==> src/rtl/alarm_clock.sv <==
// 24-hour HH:MM:SS clock with a button-driven time-set mode and 7-segment decodes.
// Buttons are synchronised and debounced here because the block sits directly on board pins.

module debounceButton #(
    parameter int DEBOUNCE_CYCLES = 8
) (
    input  logic clk,
    input  logic resetn,
    input  logic raw,
    output logic press
);
    localparam int CW = $clog2(DEBOUNCE_CYCLES + 1);
    localparam logic [CW-1:0] CNT_LAST = CW'(DEBOUNCE_CYCLES - 1);

    logic [1:0]    sync;
    logic          level;
    logic          levelPrev;
    logic [CW-1:0] cnt;

    always_ff @(posedge clk) begin
        sync <= {sync[0], raw};
    end

    // Level flips only after DEBOUNCE_CYCLES consecutive cycles of disagreement.
    always_ff @(posedge clk) begin
        if (!resetn) begin
            cnt       <= '0;
            level     <= 1'b0;
            levelPrev <= 1'b0;
        end else begin
            levelPrev <= level;
            if (sync[1] == level) begin
                cnt <= '0;
            end else if (cnt == CNT_LAST) begin
                level <= sync[1];
                cnt   <= '0;
            end else begin
                cnt <= cnt + 1'b1;
            end
        end
    end

    assign press = level & ~levelPrev;
endmodule

module alarm_clock #(
    parameter int TICKS_PER_SEC   = 100_000_000,
    parameter int DEBOUNCE_CYCLES = 8
) (
    input  logic       clk,
    input  logic       resetn,
    input  logic       set_time,
    input  logic       switch_select_in,
    input  logic       increment_in,
    output logic [3:0] secU,
    output logic [3:0] secT,
    output logic [3:0] minU,
    output logic [3:0] minT,
    output logic [3:0] hrU,
    output logic [3:0] hrT,
    output logic [6:0] secUSeg,
    output logic [6:0] secTSeg,
    output logic [6:0] minUSeg,
    output logic [6:0] minTSeg,
    output logic [6:0] hrUSeg,
    output logic [6:0] hrTSeg
);
    localparam int PW = $clog2(TICKS_PER_SEC + 1);
    localparam logic [PW-1:0] PRESC_LAST = PW'(TICKS_PER_SEC - 1);

    typedef enum logic [2:0] {
        P_SECU, P_SECT, P_MINU, P_MINT, P_HRU, P_HRT
    } digitSel_e;

    logic [1:0]    setSync;
    logic          setMode;
    logic [1:0]    btnRaw;
    logic [1:0]    btnPress;
    logic          selPress;
    logic          incPress;
    logic [PW-1:0] presc;
    logic          tick;
    digitSel_e     ptr;
    digitSel_e     ptrNext;
    logic [3:0]    nSecU, nSecT, nMinU, nMinT, nHrU, nHrT;

    always_ff @(posedge clk) begin
        setSync <= {setSync[0], set_time};
    end
    assign setMode = setSync[1];

    assign btnRaw = {increment_in, switch_select_in};

    debounceButton #(.DEBOUNCE_CYCLES(DEBOUNCE_CYCLES)) uDeb [1:0] (
        .clk   (clk),
        .resetn(resetn),
        .raw   (btnRaw),
        .press (btnPress)
    );
    assign selPress = btnPress[0];
    assign incPress = btnPress[1];

    assign tick = !setMode && (presc == PRESC_LAST);

    always_ff @(posedge clk) begin
        if (!resetn || setMode || tick) presc <= '0;
        else                            presc <= presc + 1'b1;
    end

    always_ff @(posedge clk) begin
        if (!resetn) ptr <= P_SECU;
        else         ptr <= ptrNext;
    end

    always_comb begin
        ptrNext = ptr;
        if (!setMode) begin
            ptrNext = P_SECU;
        end else if (selPress) begin
            case (ptr)
                P_SECU:  ptrNext = P_SECT;
                P_SECT:  ptrNext = P_MINU;
                P_MINU:  ptrNext = P_MINT;
                P_MINT:  ptrNext = P_HRU;
                P_HRU:   ptrNext = P_HRT;
                default: ptrNext = P_SECU;
            endcase
        end
    end

    always_comb begin
        nSecU = secU;
        nSecT = secT;
        nMinU = minU;
        nMinT = minT;
        nHrU  = hrU;
        nHrT  = hrT;
        if (tick) begin
            if (secU != 4'd9) nSecU = secU + 4'd1;
            else begin
                nSecU = 4'd0;
                if (secT != 4'd5) nSecT = secT + 4'd1;
                else begin
                    nSecT = 4'd0;
                    if (minU != 4'd9) nMinU = minU + 4'd1;
                    else begin
                        nMinU = 4'd0;
                        if (minT != 4'd5) nMinT = minT + 4'd1;
                        else begin
                            nMinT = 4'd0;
                            if (hrT == 4'd2 && hrU == 4'd3) begin
                                nHrT = 4'd0;
                                nHrU = 4'd0;
                            end else if (hrU == 4'd9) begin
                                nHrU = 4'd0;
                                nHrT = hrT + 4'd1;
                            end else begin
                                nHrU = hrU + 4'd1;
                            end
                        end
                    end
                end
            end
        end else if (setMode && incPress) begin
            // Set-mode increments touch one digit only; no carries.
            case (ptr)
                P_SECU: nSecU = (secU >= 4'd9) ? 4'd0 : secU + 4'd1;
                P_SECT: nSecT = (secT >= 4'd5) ? 4'd0 : secT + 4'd1;
                P_MINU: nMinU = (minU >= 4'd9) ? 4'd0 : minU + 4'd1;
                P_MINT: nMinT = (minT >= 4'd5) ? 4'd0 : minT + 4'd1;
                P_HRU:  nHrU  = (hrU >= ((hrT == 4'd2) ? 4'd3 : 4'd9)) ? 4'd0 : hrU + 4'd1;
                P_HRT: begin
                    if (hrT >= 4'd2) nHrT = 4'd0;
                    else begin
                        nHrT = hrT + 4'd1;
                        // Landing on 2x must not leave an illegal 24..29.
                        if (hrT == 4'd1 && hrU > 4'd3) nHrU = 4'd0;
                    end
                end
                default: ;
            endcase
        end
    end

    always_ff @(posedge clk) begin
        if (!resetn) begin
            secU <= 4'd0;
            secT <= 4'd0;
            minU <= 4'd0;
            minT <= 4'd0;
            hrU  <= 4'd0;
            hrT  <= 4'd0;
        end else begin
            secU <= nSecU;
            secT <= nSecT;
            minU <= nMinU;
            minT <= nMinT;
            hrU  <= nHrU;
            hrT  <= nHrT;
        end
    end

    // Active-low segments, bit0 = a ... bit6 = g.
    function automatic logic [6:0] segDecode(input logic [3:0] d);
        case (d)
            4'd0:    segDecode = 7'b1000000;
            4'd1:    segDecode = 7'b1111001;
            4'd2:    segDecode = 7'b0100100;
            4'd3:    segDecode = 7'b0110000;
            4'd4:    segDecode = 7'b0011001;
            4'd5:    segDecode = 7'b0010010;
            4'd6:    segDecode = 7'b0000010;
            4'd7:    segDecode = 7'b1111000;
            4'd8:    segDecode = 7'b0000000;
            4'd9:    segDecode = 7'b0010000;
            default: segDecode = 7'b1111111;
        endcase
    endfunction

    assign secUSeg = segDecode(secU);
    assign secTSeg = segDecode(secT);
    assign minUSeg = segDecode(minU);
    assign minTSeg = segDecode(minT);
    assign hrUSeg  = segDecode(hrU);
    assign hrTSeg  = segDecode(hrT);
endmodule

==> config.mk <==
export PLATFORM = sky130hd
export DESIGN_NAME = alarm_clock
export DESIGN_NICKNAME = d
export VERILOG_FILES = /design/src/rtl/alarm_clock.sv
export SDC_FILE = /design/constraint.sdc
export NUM_CORES = 1
export LEC_CHECK = 0
export CAP_MARGIN = 0
export CORE_MARGIN = 2
export CORE_UTILIZATION = 44
export DETAILED_ROUTE_END_ITERATION = 10
export GPL_ROUTABILITY_DRIVEN = 0
export PLACE_DENSITY = 0.73
export SLEW_MARGIN = 20
export SYNTH_ARGS = -nofsm -noshare
export SYNTH_HDL_FRONTEND = slang
export SYNTH_SLANG_ARGS = --single-unit
==> constraint.sdc <==
create_clock -name clk -period 8.3 [get_ports clk]
set_input_delay 0.83 -clock clk [delete_from_list [all_inputs] [get_ports clk]]
set_output_delay 0.83 -clock clk [all_outputs]
set_load 0.1 [all_outputs]
==> flow_metrics.tcl <==
set metrics [dict create \
    syn_area_per_cell_um2 8.81 \
    initial_core_util_pct 44.4 \
    path_max_fanout 9 \
    ctsHoldBuffers 0 \
    dieArea_um2 14200 \
    final_nets 791 \
    crit_arrival_ns 4.15 \
    syn_inst 660 \
    cp_top_family "simple AND/OR/NAND/NOR gates" \
    setup.worst_path.class "flip-flop to flip-flop" \
    ios 71 \
    crit_path_start_kind "flip-flop" \
    antenna_found_initial 0 \
    vdd_drop_max_mv 0.113 \
    maxCapViolCount 0 \
    fin_area_um2 7340 \
    synthArstFlopShare_pct 0 \
    clkPwrFrac_pct 56.1 \
    area_growth_pct 26.1 \
    cts.sinks 114 \
    hold_path.class "flip-flop to flip-flop" \
    whs_ns 0.325 \
    postCtsResizedCells 0 \
    routed_via_density 5.25 \
    clk_latency_ns 0.42 \
    dr.pass1.iters 4 \
    maxSlewHeadroom_pct 32.7 \
    period_minus_slack_ns 3.85 \
    worstMarginPinSlew_ns 1.01 \
    fin_tns_setup_ns 0 \
    grt_usage_pct 18.0 \
    fp-row-count 42 \
    power.density_nw_per_um2 196 \
    grt_setup_unrepaired "false" \
    ant_nets 0 \
    synth-main-ff-cell "dfxtp_1" \
    finalPower_mw 1.44 \
    fin_cells 923 \
    die_x_um 119 \
    fin_skew_ns 0.00902 \
    yosys_warnings 0 \
    fin_ws_ns 4.45 \
    synth_edf_count 0 \
    finalMaxSlewViolations 0 \
    netlist.top_cell.by_area "dfxtp_1" \
    synth_cell_types 72 \
    crit_chain "ha_1 -> nand3_1 -> nor4_4 -> and2_1 -> mux2_2 -> or3_1 -> a21oi_1 -> ha_1 -> nand2b_1 -> nor2_1 -> a21oi_1 -> nor2_1 -> nand4b_1 -> o311a_1" \
    dp_cells 891 \
    synth_commonest_cells "dfxtp_1, nor2_1, a21oi_1" \
    antennaDiodeCount 0 \
    drt_wl_total_um 12300 \
    wl_per_cell_um 13.3 \
    min_period_over_period_pct 46.3 \
    route.vias.total 4845 \
    syn_nets 717 \
    p_int_mw 1.13 \
    setup_viol 0 \
    drive_gt1_share_pct 6.69 \
    final_core_util_pct 56.1 \
    critPathSlowestCell "nor4_4" \
    place_hpwl_um 8740 \
    seq_power_share_pct 39.0 \
    crit_buf_inv 0 \
    grt-ovfl-total 0 \
    drt_iter0_drc 289 \
    synth_area_um2 5820 \
    place_area_um2 6670 \
    die_y_um 119 \
    timing.fmax_ghz 0.260 \
    synth_top_area_share_pct 39.2 \
    clock_path_buffers 2 \
    grt_pass1_wl_um 20800 \
    cts_tree "built" \
    p_switching_mw 0.304 \
    slowest_delay_ns 0.56 \
    endpoint_kind "flip-flop" \
    p_comb_share_pct 4.9 \
    htreeDepth 4 \
    io_buffers 70 \
    crit_required_ns 8.61 \
    cts_root_buffer "clkbuf_16" \
    clk_pin_slew_ns 0.05 \
    synth_most_common_cell "dfxtp_1" \
    grt_pass1_vias 4558 \
    ys_seq_elements 114 \
    seq_area_frac_synth_pct 39.2 \
    status "finished clean" \
    dp_slack_ns 4.53 \
    core_area_um2 13100 \
    cts_buffers 17 \
    grt_max_degree 33 \
    final-hold-violation-count 0 \
    swShare_pct 21.1 \
    p_leak_nw 3.04 \
    drc_errors 0 \
    synth_area_leaders "dfxtp_1, ha_1, a21oi_1" \
    postCtsSetupBuffers 0 \
]
-- state kept, by name, indices dropped and copies added (netlist names) --
register and count:
presc 27, uDeb.cnt 8, hrTSeg 7, hrUSeg 7, minTSeg 7, minUSeg 7, secTSeg 7, secUSeg 7
hrT 4, hrU 4, minT 4, minU 4, secT 4, secU 4, uDeb.sync 4, ptr 3
setSync 2, uDeb.level 2, uDeb.levelPrev 2
-- cell families after synthesis --
logic type                 share of synthesized area (%)
buffers and inverters                               4.73
DFF                                                 39.2
xor gates and xnor gates                            4.07
muxes                                               3.70
adders and majority gates                           11.2
AOI/OAI and AO/OA                                   16.2
and+or+nand+nor                                     20.9
-- power groups by stage --
stage,Clock (mW),Sequential [mW],Combinational [mW]
2_1_floorplan,0,0.606,0.0205
3_3_place_gp,0,0.572,0.0697
3_5_place_dp,0,0.572,0.0705
4_1_cts,0.822,0.561,0.0708
5_1_grt,0.850,0.561,0.0737
6_report,0.808,0.561,0.0706
-- path summary, 6_finish.rpt --
| kind | startpoint | end | slack [ns] | cells after the start |
|---|---|---|---|---|
| max | presc[0]$_SDFF_PP0_ | hrTSeg[4]$_DFF_P_ | 4.45 | 14 |
| min | setSync[0]$_DFF_P_ | setSync[1]$_DFF_P_ | 0.33 | 0 |
| max reg2reg | presc[0]$_SDFF_PP0_ | hrTSeg[4]$_DFF_P_ | 4.45 | 14 |
| min reg2reg | setSync[0]$_DFF_P_ | setSync[1]$_DFF_P_ | 0.33 | 0 |
-- layer usage --
layer / up-vias / wire (um) / GRT usage (%) / part of all wire, %
li1: 2465 / - / - / -
met1: 2258 / 5770 / 22.4 / 47
met2: 107 / 5790 / 28.9 / 47
met3: 15 / 492 / 5.32 / 4.0
met4: 0 / 199 / 7.89 / 1.6
met5: - / 0 / 0 / 0
-- placed cells by master, fill, tap and decap left out, drive strengths merged, types with 3 or more instances in the layout --
cell,instances
a21o,4
a21oi,53
a22o,3
a22oi,6
a2bb2oi,3
a31oi,7
and2,9
and3,13
and3b,4
bufinv,5
clkbuf,22
clkdlybuf4s50,70
clkinv,5
dfxtp,114
ha,52
inv,52
mux2,4
mux2i,17
nand2,47
nand2b,6
nand3,28
nand3b,5
nand4,7
nand4b,3
nor2,65
nor2b,8
nor3,5
nor3b,3
nor4,5
o21a,6
o21ai,28
o22a,3
or2,4
or3,11
xnor2,8
xor2,19
-- cell type report --
type	instances	area (um2)
Clock inverter	10	178
Fill cell	1108	5750
Inverter	53	199
Sequential cell	114	2280
Timing Repair Buffer	71	708
Tap cell	176	220
Multi-Input combinational cell	477	3260
Clock buffer	22	484
-- worst register-to-register path, cell delays in order, from the launching register on --
cell	delay (ns)
dfxtp_1	0.37
ha_1	0.22
nand3_1	0.15
nor4_4	0.56
and2_1	0.37
mux2_2	0.44
or3_1	0.34
a21oi_1	0.35
ha_1	0.27
nand2b_1	0.15
nor2_1	0.05
a21oi_1	0.13
nor2_1	0.05
nand4b_1	0.17
o311a_1	0.14
No activity file was read; power rests on OpenSTA's default activity.
